==> src/rtl/pipeline_stall_controller_pkg.sv <==
// Shared types and constants for the pipeline stall controller and the fetch unit.
// Latency: n/a (types and constants only).
// Backpressure: n/a.
package pipeline_stall_controller_pkg;

  typedef enum logic [1:0] {
    ST_RUN    = 2'd0,
    ST_REFILL = 2'd1
  } stall_state_e;

  // Defaults shared with the fetch unit so both sides agree on IMEM latency.
  localparam int unsigned FETCH_LATENCY_DEF = 1;
  localparam int unsigned LU_STALL_MAX_DEF  = 1;

  // Per-stage control bundle; field order is the order the top drives its ports.
  typedef struct packed {
    logic pc_en;
    logic pc_redirect;
    logic if_id_en;
    logic if_id_flush;
    logic id_ex_en;
    logic id_ex_flush;
    logic ex_mem_en;
    logic mem_wb_en;
  } stage_ctl_t;

  localparam stage_ctl_t CTL_RESET  = '{pc_en:1'b0, pc_redirect:1'b0, if_id_en:1'b0, if_id_flush:1'b1,
                                        id_ex_en:1'b0, id_ex_flush:1'b1, ex_mem_en:1'b0, mem_wb_en:1'b0};
  localparam stage_ctl_t CTL_FREEZE = '0;
  localparam stage_ctl_t CTL_IDLE   = '{pc_en:1'b1, pc_redirect:1'b0, if_id_en:1'b1, if_id_flush:1'b0,
                                        id_ex_en:1'b1, id_ex_flush:1'b0, ex_mem_en:1'b1, mem_wb_en:1'b1};
  localparam stage_ctl_t CTL_BRANCH = '{pc_en:1'b1, pc_redirect:1'b1, if_id_en:1'b1, if_id_flush:1'b1,
                                        id_ex_en:1'b1, id_ex_flush:1'b1, ex_mem_en:1'b1, mem_wb_en:1'b1};
  localparam stage_ctl_t CTL_LOADUSE = '{pc_en:1'b0, pc_redirect:1'b0, if_id_en:1'b0, if_id_flush:1'b0,
                                         id_ex_en:1'b1, id_ex_flush:1'b1, ex_mem_en:1'b1, mem_wb_en:1'b1};
  localparam stage_ctl_t CTL_REFILL = '{pc_en:1'b1, pc_redirect:1'b0, if_id_en:1'b1, if_id_flush:1'b1,
                                        id_ex_en:1'b1, id_ex_flush:1'b0, ex_mem_en:1'b1, mem_wb_en:1'b1};

endpackage

==> src/rtl/pipeline_stall_controller_perf_counters.sv <==
// Event counters for stall/flush/freeze activity (module stall_perf_counters).
// Latency: counts appear one cycle after the event cycle.
// Backpressure: none; counters wrap modulo 2^32.
// Ports: clk, rst (async active-high); lu_inc/flush_inc/freeze_inc event strobes;
//        perf_lu_cycles/perf_flush_events/perf_freeze_cycles 32-bit counts.
module stall_perf_counters (
  input  logic        clk,
  input  logic        rst,
  input  logic        lu_inc,
  input  logic        flush_inc,
  input  logic        freeze_inc,
  output logic [31:0] perf_lu_cycles,
  output logic [31:0] perf_flush_events,
  output logic [31:0] perf_freeze_cycles
);

  always_ff @(posedge clk or posedge rst) begin
    if (rst) begin
      perf_lu_cycles     <= '0;
      perf_flush_events  <= '0;
      perf_freeze_cycles <= '0;
    end else begin
      if (lu_inc)     perf_lu_cycles     <= perf_lu_cycles + 32'd1;
      if (flush_inc)  perf_flush_events  <= perf_flush_events + 32'd1;
      if (freeze_inc) perf_freeze_cycles <= perf_freeze_cycles + 32'd1;
    end
  end

endmodule

==> src/rtl/pipeline_stall_controller.sv <==
// Converts load-use, EX redirect and DMEM busy into per-stage enables/flushes and PC select.
// Latency: controls are combinational (act in the request cycle); FSM/counters/lu_overrun registered.
// Backpressure: dmem_busy freezes every stage and defers branch/stall requests until it drops.
// Ports: clk, rst (async active-high); stall_pipeline, ex_branch_taken, dmem_busy in;
//        pc_en, pc_redirect, if_id_en/flush, id_ex_en/flush, ex_mem_en, mem_wb_en, lu_overrun out.
// Optional: PIPELINE_STALL_PERF_CNT_EN adds perf_lu_cycles/perf_flush_events/perf_freeze_cycles.
module pipeline_stall_controller
  import pipeline_stall_controller_pkg::*;
#(
  parameter int unsigned FETCH_LATENCY = FETCH_LATENCY_DEF,
  parameter int unsigned LU_STALL_MAX  = LU_STALL_MAX_DEF
) (
  input  logic        clk,
  input  logic        rst,
  input  logic        stall_pipeline,
  input  logic        ex_branch_taken,
  input  logic        dmem_busy,
  output logic        pc_en,
  output logic        pc_redirect,
  output logic        if_id_en,
  output logic        if_id_flush,
  output logic        id_ex_en,
  output logic        id_ex_flush,
  output logic        ex_mem_en,
  output logic        mem_wb_en,
  output logic        lu_overrun
`ifdef PIPELINE_STALL_PERF_CNT_EN
  ,
  output logic [31:0] perf_lu_cycles,
  output logic [31:0] perf_flush_events,
  output logic [31:0] perf_freeze_cycles
`endif
);

  localparam logic [3:0] FETCH_LAT = 4'(FETCH_LATENCY);
  localparam logic [3:0] LU_MAX    = 4'(LU_STALL_MAX);

  stall_state_e state_q, state_d;
  logic [3:0]   refill_q, refill_d;
  logic [2:0]   lu_q, lu_d;
  logic         ovr_q, ovr_d;
  stage_ctl_t   ctl;

  always_comb begin
    ctl      = CTL_IDLE;
    state_d  = state_q;
    refill_d = refill_q;
    lu_d     = lu_q;
    ovr_d    = ovr_q;

    if (rst) begin
      ctl = CTL_RESET;
    end else if (dmem_busy) begin
      // Freeze: everything holds, pending requests are re-evaluated once busy drops.
      ctl = CTL_FREEZE;
    end else if (ex_branch_taken) begin
      // Redirect from RUN or REFILL; any load-use in ID is wrong-path and dropped.
      ctl  = CTL_BRANCH;
      lu_d = '0;
      if (FETCH_LAT == 4'd0) begin
        state_d  = ST_RUN;
        refill_d = '0;
      end else begin
        state_d  = ST_REFILL;
        refill_d = FETCH_LAT;
      end
    end else if (state_q == ST_REFILL) begin
      ctl  = CTL_REFILL;
      lu_d = '0;
      if (refill_q <= 4'd1) begin
        state_d  = ST_RUN;
        refill_d = '0;
      end else begin
        refill_d = refill_q - 4'd1;
      end
    end else if (stall_pipeline) begin
      ctl  = CTL_LOADUSE;
      lu_d = (lu_q == 3'd7) ? 3'd7 : lu_q + 3'd1;
      // Compare the unsaturated run length so LU_STALL_MAX=7 can still trip.
      if (({1'b0, lu_q} + 4'd1) > LU_MAX) ovr_d = 1'b1;
    end else begin
      lu_d = '0;
    end
  end

  always_ff @(posedge clk or posedge rst) begin
    if (rst) begin
      state_q  <= ST_RUN;
      refill_q <= '0;
      lu_q     <= '0;
      ovr_q    <= 1'b0;
    end else begin
      state_q  <= state_d;
      refill_q <= refill_d;
      lu_q     <= lu_d;
      ovr_q    <= ovr_d;
    end
  end

  assign {pc_en, pc_redirect, if_id_en, if_id_flush,
          id_ex_en, id_ex_flush, ex_mem_en, mem_wb_en} = ctl;
  assign lu_overrun = ovr_q;

`ifdef PIPELINE_STALL_PERF_CNT_EN
  // Load-use is the only control pattern with the PC held but ID/EX still loading.
  stall_perf_counters u_perf (
    .clk                (clk),
    .rst                (rst),
    .lu_inc             (~ctl.pc_en & ctl.id_ex_en),
    .flush_inc          (ctl.pc_redirect),
    .freeze_inc         (dmem_busy & ~rst),
    .perf_lu_cycles     (perf_lu_cycles),
    .perf_flush_events  (perf_flush_events),
    .perf_freeze_cycles (perf_freeze_cycles)
  );
`endif

endmodule

==> config.mk <==
export PLATFORM = sky130hd
export DESIGN_NAME = pipeline_stall_controller
export DESIGN_NICKNAME = d
export VERILOG_FILES = /design/src/rtl/pipeline_stall_controller_pkg.sv /design/src/rtl/pipeline_stall_controller_perf_counters.sv /design/src/rtl/pipeline_stall_controller.sv
export SDC_FILE = /design/constraint.sdc
export NUM_CORES = 1
export LEC_CHECK = 0
export ABC_CLOCK_PERIOD_IN_PS = 1410
export CAP_MARGIN = 10
export CORE_UTILIZATION = 45
export CTS_BUF_LIST = sky130_fd_sc_hd__clkbuf_4 sky130_fd_sc_hd__clkbuf_8
export CTS_CLUSTER_SIZE = 24
export DETAILED_ROUTE_END_ITERATION = 10
export PLACE_DENSITY = 0.86
export SLEW_MARGIN = 15
export SYNTH_ARGS = -nofsm -noshare
export SYNTH_HDL_FRONTEND = slang
export SYNTH_SLANG_ARGS = --single-unit
==> constraint.sdc <==
create_clock -name clk -period 1.41 [get_ports clk]
set_input_delay 0.282 -clock clk [delete_from_list [all_inputs] [get_ports clk]]
set_output_delay 0.282 -clock clk [all_outputs]
set_load 0.02 [all_outputs]
==> flow_metrics.py, run 1 <==
metrics = {
    "floorplan": {
        "fp.dieW_um": 39.2,
        "rows": 13,
        "core_um2": 1280,
        "ios": 14,
        "die_y_um": 39.2,
        "die_area_um2": 1530,
        "start_util": 0.484,
    },
    "worst_setup_path": {
        "slowest_stage": "dfrtp_1",
        "critPathKind": "reg -> out",
        "end_kind": "output port",
        "path_buf_inv": 1,
        "cp-start-kind": "register",
        "max_stage_delay_ps": 420,
        "cp_data_required_time_ps": 1130,
        "worstPathCellList": "nor2_2 -> o21ai_0 -> buf_2",
        "worstRegToRegCells": 5,
        "crit_fanout": 3,
        "cp_data_arrival_time_ps": 1170,
        "path_delay_family": "flip-flops",
        "worstSetupPathDepth": 3,
    },
    "route": {
        "drt_iter0_drc": 12,
        "routedWlPerCell_um": 14.1,
        "firstDrtPassIters": 4,
        "via_count": 580,
        "ant_nets": 0,
        "viasPerCell": 5.09,
        "wl_mm": 1.60,
        "post-route-drc-count": 0,
    },
    "placed_design": {
        "portBuffers": 13,
        "hpwl_mm": 1.16,
        "place.gp.congestion": 0.735,
    },
    "cts": {
        "clkTransAtPathRegs_ps": 60,
        "cts_inserted_buffers": 3,
        "cts_max_level": 1,
        "clock_latency_ps": 260,
        "cts_root_buf": "clkbuf_4",
        "cts_tree": "yes",
        "cts.sinks": 9,
        "cts_buffer_depth": 2,
        "ctsHoldBuffers": 0,
    },
    "power_and_ir_drop": {
        "p_int_w": 0.000677,
        "pwr-share-seq": 0.348,
        "swShare": 0.351,
        "ir_drop_mv": 0.828,
        "combPwrFrac": 0.438,
        "leakage_nw": 0.461,
        "power_density_nw_per_um2": 1110,
        "switchingPower_w": 0.000365,
        "pwr-share-clk": 0.214,
    },
    "grt": {
        "grt_pass1_wl_mm": 2.43,
        "met2_usage": 0.458,
        "grt-ovfl-total": 0,
        "use_met1": 0.261,
        "antenna_found_initial": 0,
        "grt_use_total": 0.250,
        "use_met3": 0.0867,
        "grt_pass1_vias": 557,
        "grt_max_degree": 8,
        "top_usage_layer": "met2",
    },
    "timing": {
        "slew_violations": 0,
        "fin_skew_ps": 4.73,
        "fmax_mhz": 690,
        "worst_pin_slew_ps": 217,
        "hold_violations": 0,
        "setup_viol": 1,
        "period_share": 1.03,
        "setup_ws_ps": -39.9,
        "max-slew-margin-rel": 0.853,
        "rsz0062_at_grt": "yes",
        "final.setup.tns_ps": -39.9,
        "fin_crit_ps": 1450,
    },
    "logic_synthesis": {
        "synth.cell_area_um2": 622,
        "yosys_most_used_dff": "dfrtp_1",
        "yosys_warnings": 0,
        "synth_cell_types": 26,
        "synth_area_leaders": "dfrtp_1 36%, ha_1 12%, a21oi_1 4.8%",
        "synth_top_area_frac": 0.362,
        "async_flop_share": 1.00,
        "syn-num-nets": 76,
        "synth_edf_count": 0,
        "syn_avg_cell_area_um2": 9.57,
        "netlist_instances": 65,
        "synth_area_leader_cell": "dfrtp_1",
        "ys_ff_latch": 9,
        "synth_seq_area_share": 0.362,
    },
    "run_status": {
        "violations": "setup timing",
        "status": "complete, but fails checks",
    },
    "layout": {
        "drive_gt1_frac": 0.485,
        "antenna_cells": 0,
        "nets": 111,
        "syn_to_final_growth_pct": 51.3,
        "final_common_cell": "buf_4",
        "layout_common_cells": "26 x buf_4, 9 x dfrtp_1, 5 x inv_1, 5 x a21oi_1",
        "finish.utilization": 0.732,
    },
    "min_path": {
        "hold_path.class": "in -> async",
    },
    "job": {
        "maxCapViolCount": 0,
    },
}
## synth_stat cells (2+ instances only)
library cell,n
nand2_1,3
inv_1,8
buf_4,3
nor2_1,4
o21ai_1,2
o2111ai_1,2
dfrtp_1,9
a21oi_1,6
o21ai_0,4
ha_1,6
or2_1,3
## cells by family (layout without fill, tap and decap cells)
kind of cell / count (synthesis) / after routing / share of synthesized area
AOI/OAI and AO/OA: 21 / 21 / 0.250
and+or+nand+nor: 15 / 15 / 0.131
buffers and inverters: 14 / 48 / 0.137
DFF: 9 / 9 / 0.362
adders and majority gates: 6 / 6 / 0.121
## metal layers
metal	vias up	routed length (um)
li1	290	-
met1	278	682
met2	10	854
met3	2	52
met4	0	12
met5	-	0
## registers in the layout, indices dropped and copies added (netlist names)
signal,count
lu_q,3
lu_overrun,1
refill_q,4
state_q,1
## area by class of cell
type | count | area, um^2
clock buffers | 4 | 30.0
fillers | 95 | 344
inverters | 9 | 46.3
multi-input cells | 42 | 348
flip-flops and latches | 9 | 225
well taps | 15 | 18.8
repair buffers | 35 | 273
## repair_timing
item                                    4_1_cts  5_1_grt
gates resized for setup                      52        5
endpoints found under the hold margin         0        0
pin swaps                                     3        4
buffers inserted                              5        1
endpoints found under the setup margin       15       12
## through the flow
stage | instance area [um^2] | setup slack [ps] | instances | power, W | hold WS (ps)
floorplan | 628 | 42.0 | 65 | 0.000582 | 121
global placement | 858 | -702 | 104 | 0.000738 | 456
detailed placement | 858 | -724 | 104 | 0.000764 | 494
CTS | 913 | -3.14 | 113 | 0.00101 | 173
global route | 941 | -75.0 | 114 | 0.00113 | 197
finish | 941 | -39.9 | 114 | 0.00104 | 197
## path summary, 6_finish.rpt
path,end,from,slack (ps)
max in group asynchronous,refill_q[3],rst,1090
min in group clk,lu_overrun,lu_overrun,500
setup reg to reg,lu_overrun,lu_q[1],10
hold / removal,refill_q[1],rst,200
hold reg to reg,lu_overrun,lu_overrun,500
setup / recovery,if_id_flush,state_q[0],-40
## power by group through the flow
stage | Clock (W) | Combinational, W | Sequential (W)
2_1_floorplan | 0 | 0.000212 | 0.000370
3_3_place_gp | 0 | 0.000379 | 0.000360
3_5_place_dp | 0 | 0.000399 | 0.000365
6_report | 0.000223 | 0.000457 | 0.000362
5_1_grt | 0.000251 | 0.000511 | 0.000369
4_1_cts | 0.000226 | 0.000426 | 0.000361
## worst register-to-register path: cells and delay by family (launching register included)
family / cells / cell delay [ps]
AOI/OAI and AO/OA: 2 / 460
adders and majority gates: 2 / 380
buffers and inverters: 1 / 70
DFF: 1 / 380
Power figures use the tool's default switching activity.
==> run 2, diff against run 1 <==
Settings changed: ABC_CLOCK_PERIOD_IN_PS 1410 to 1290.
Clock period 1.41 ns to 1.29 ns, I/O delays scaled along.
==> flow_metrics.py, run 2 (synthesis gave the netlist of run 1 again) <==
metrics = {
    "run_status": {
        "status": "complete, but fails checks",
        "violations": "setup timing",
    },
    "timing": {
        "rsz0062_at_grt": "yes",
        "worst_pin_slew_ps": 260,
        "fin_crit_ps": 1440,
        "setup_ws_ps": -154,
        "setup_viol": 8,
        "fin_skew_ps": 4.60,
        "hold_violations": 0,
        "max-slew-margin-rel": 0.826,
        "final.setup.tns_ps": -570,
        "period_share": 1.12,
        "slew_violations": 0,
        "fmax_mhz": 692,
    },
    "route": {
        "post-route-drc-count": 0,
        "viasPerCell": 5.41,
        "routedWlPerCell_um": 16.5,
        "via_count": 655,
        "wl_mm": 2.00,
        "firstDrtPassIters": 4,
        "ant_nets": 0,
        "drt_iter0_drc": 19,
    },
    "layout": {
        "final_area_um2": 1090,
        "drive_gt1_frac": 0.660,
        "nets": 118,
        "largest_register_ffs": 4,
        "layout_common_cells": "27 x buf_4, 10 x buf_6, 8 x dfrtp_1",
        "final_common_cell": "buf_4",
        "antenna_cells": 0,
        "top_regs": "refill_q: 4 flops, lu_q: 3 flops",
        "regMostFlops": "refill_q",
        "syn_to_final_growth_pct": 75.9,
    },
    "worst_setup_path": {
        "timing.rr.start": "lu_q[1]",
        "reg2reg_slack_ps": -150,
        "crit_fanout": 2,
        "cp_data_required_time_ps": 1440,
        "path_buf_inv": 1,
        "r2r-end": "lu_overrun",
        "path_delay_family": "compound AO/OA/AOI/OAI gates",
        "worstRegToRegCells": 5,
        "startpoint": "lu_q[1]",
        "crit_end": "lu_overrun",
        "cp_data_arrival_time_ps": 1590,
        "end_kind": "register",
        "worstSetupPathDepth": 5,
        "worstPathCellList": "ha_2 -> inv_1 -> ha_1 -> a311o_1 -> a41o_1",
        "cp-start-kind": "register",
        "slowest_stage": "dfrtp_1",
        "max_stage_delay_ps": 360,
        "critPathKind": "reg -> reg",
    },
    "placed_design": {
        "postPlaceCellArea_um2": 876,
        "pre_cts_slack_ps": -880,
        "portBuffers": 13,
        "hpwl_mm": 1.06,
        "place.gp.congestion": 0.788,
    },
    "cts": {
        "cts_tree": "yes",
        "cts_buffer_depth": 2,
        "ctsHoldBuffers": 0,
        "cts_max_level": 1,
        "cts_inserted_buffers": 3,
        "clkTransAtPathRegs_ps": 70,
        "clock_latency_ps": 260,
        "cts.sinks": 9,
        "cts_root_buf": "clkbuf_4",
    },
    "power_and_ir_drop": {
        "ir_drop_mv": 1.18,
        "power_density_nw_per_um2": 1190,
        "pwr-share-seq": 0.299,
        "switchingPower_w": 0.000478,
        "p_int_w": 0.000820,
        "combPwrFrac": 0.515,
        "leakage_nw": 0.506,
        "pwr-share-clk": 0.187,
        "swShare": 0.368,
    },
    "floorplan": {
        "ios": 14,
        "start_util": 0.484,
        "die_area_um2": 1530,
        "core_um2": 1280,
        "fp.dieW_um": 39.2,
        "rows": 13,
        "die_y_um": 39.2,
    },
    "grt": {
        "antenna_found_initial": 0,
        "grt_pass1_vias": 655,
        "grt_pass1_wl_mm": 3.08,
        "grt_max_degree": 8,
        "grt-ovfl-total": 0,
        "grt_use_total": 0.316,
    },
    "job": {
        "maxCapViolCount": 0,
    },
    "min_path": {
        "hold_path.class": "in -> async",
    },
}
[run 2: cell types whose count changed in the layout (fill, tap and decap cells not counted), sizes merged]
cell / before / now
buf: 30 / 38
clkbuf: 4 / 5
dlygate4sd2: 4 / 3
clkdlybuf4s15: 1 / 0
[run 2: power groups by stage]
stage          clock, W  sequential [W]  combinational, W
2_1_floorplan         0        0.000405          0.000237
3_3_place_gp          0        0.000385          0.000425
3_5_place_dp          0        0.000387          0.000443
4_1_cts        0.000242        0.000384          0.000554
5_1_grt        0.000261        0.000395          0.000725
6_report       0.000243        0.000388          0.000668
[run 2: worst min path at each step]
stage,slack (ps),end,cells after the start,startpoint
4_1_cts,100,lu_q[2],3,rst
2_1_floorplan,100,lu_overrun,1,rst
3_5_place_dp,480,lu_overrun,1,lu_overrun
3_3_place_gp,470,lu_overrun,1,lu_overrun
6_report,30,lu_q[2],3,rst
5_1_grt,70,lu_q[2],3,rst
[run 2: timing repair]
action / CTS / global route
resized for setup: 74 / 16
buffers inserted: 11 / 1
setup endpoints to repair: 18 / 12
pin swaps: 11 / 6
[run 2: final cells by class]
| type | count | area [um^2] |
|---|---|---|
| well taps | 15 | 18.8 |
| fillers | 69 | 191 |
| inverters | 9 | 46.3 |
| clock buffers | 4 | 30.0 |
| multi-input cells | 42 | 420 |
| repair buffers | 42 | 352 |
| flip-flops and latches | 9 | 226 |
[run 2: metal layers]
metal,global-route usage,wire [um],vias to the layer above
met4,0.190,35,0
met3,0.0578,63,4
met2,0.554,1080,24
met1,0.345,825,319
met5,0,0,-
li1,-,-,308
[run 2: tightest hold or removal path: stages]
cell      delay [ps]
clkbuf_2          90
inv_1            110
buf_4            160
[run 2: stage by stage]
| stage | hold slack (ps) | utilization | total power [W] | instances |
|---|---|---|---|---|
| 6_report | 31.5 | 0.851 | 0.00130 | 121 |
| 5_1_grt | 66.7 | 0.851 | 0.00138 | 121 |
| 4_1_cts | 102 | 0.796 | 0.00118 | 120 |
| 3_5_place_dp | 476 | 0.682 | 0.000830 | 105 |
| 3_3_place_gp | 467 | 0.682 | 0.000811 | 105 |
| 2_1_floorplan | 97.4 | - | 0.000642 | 65 |
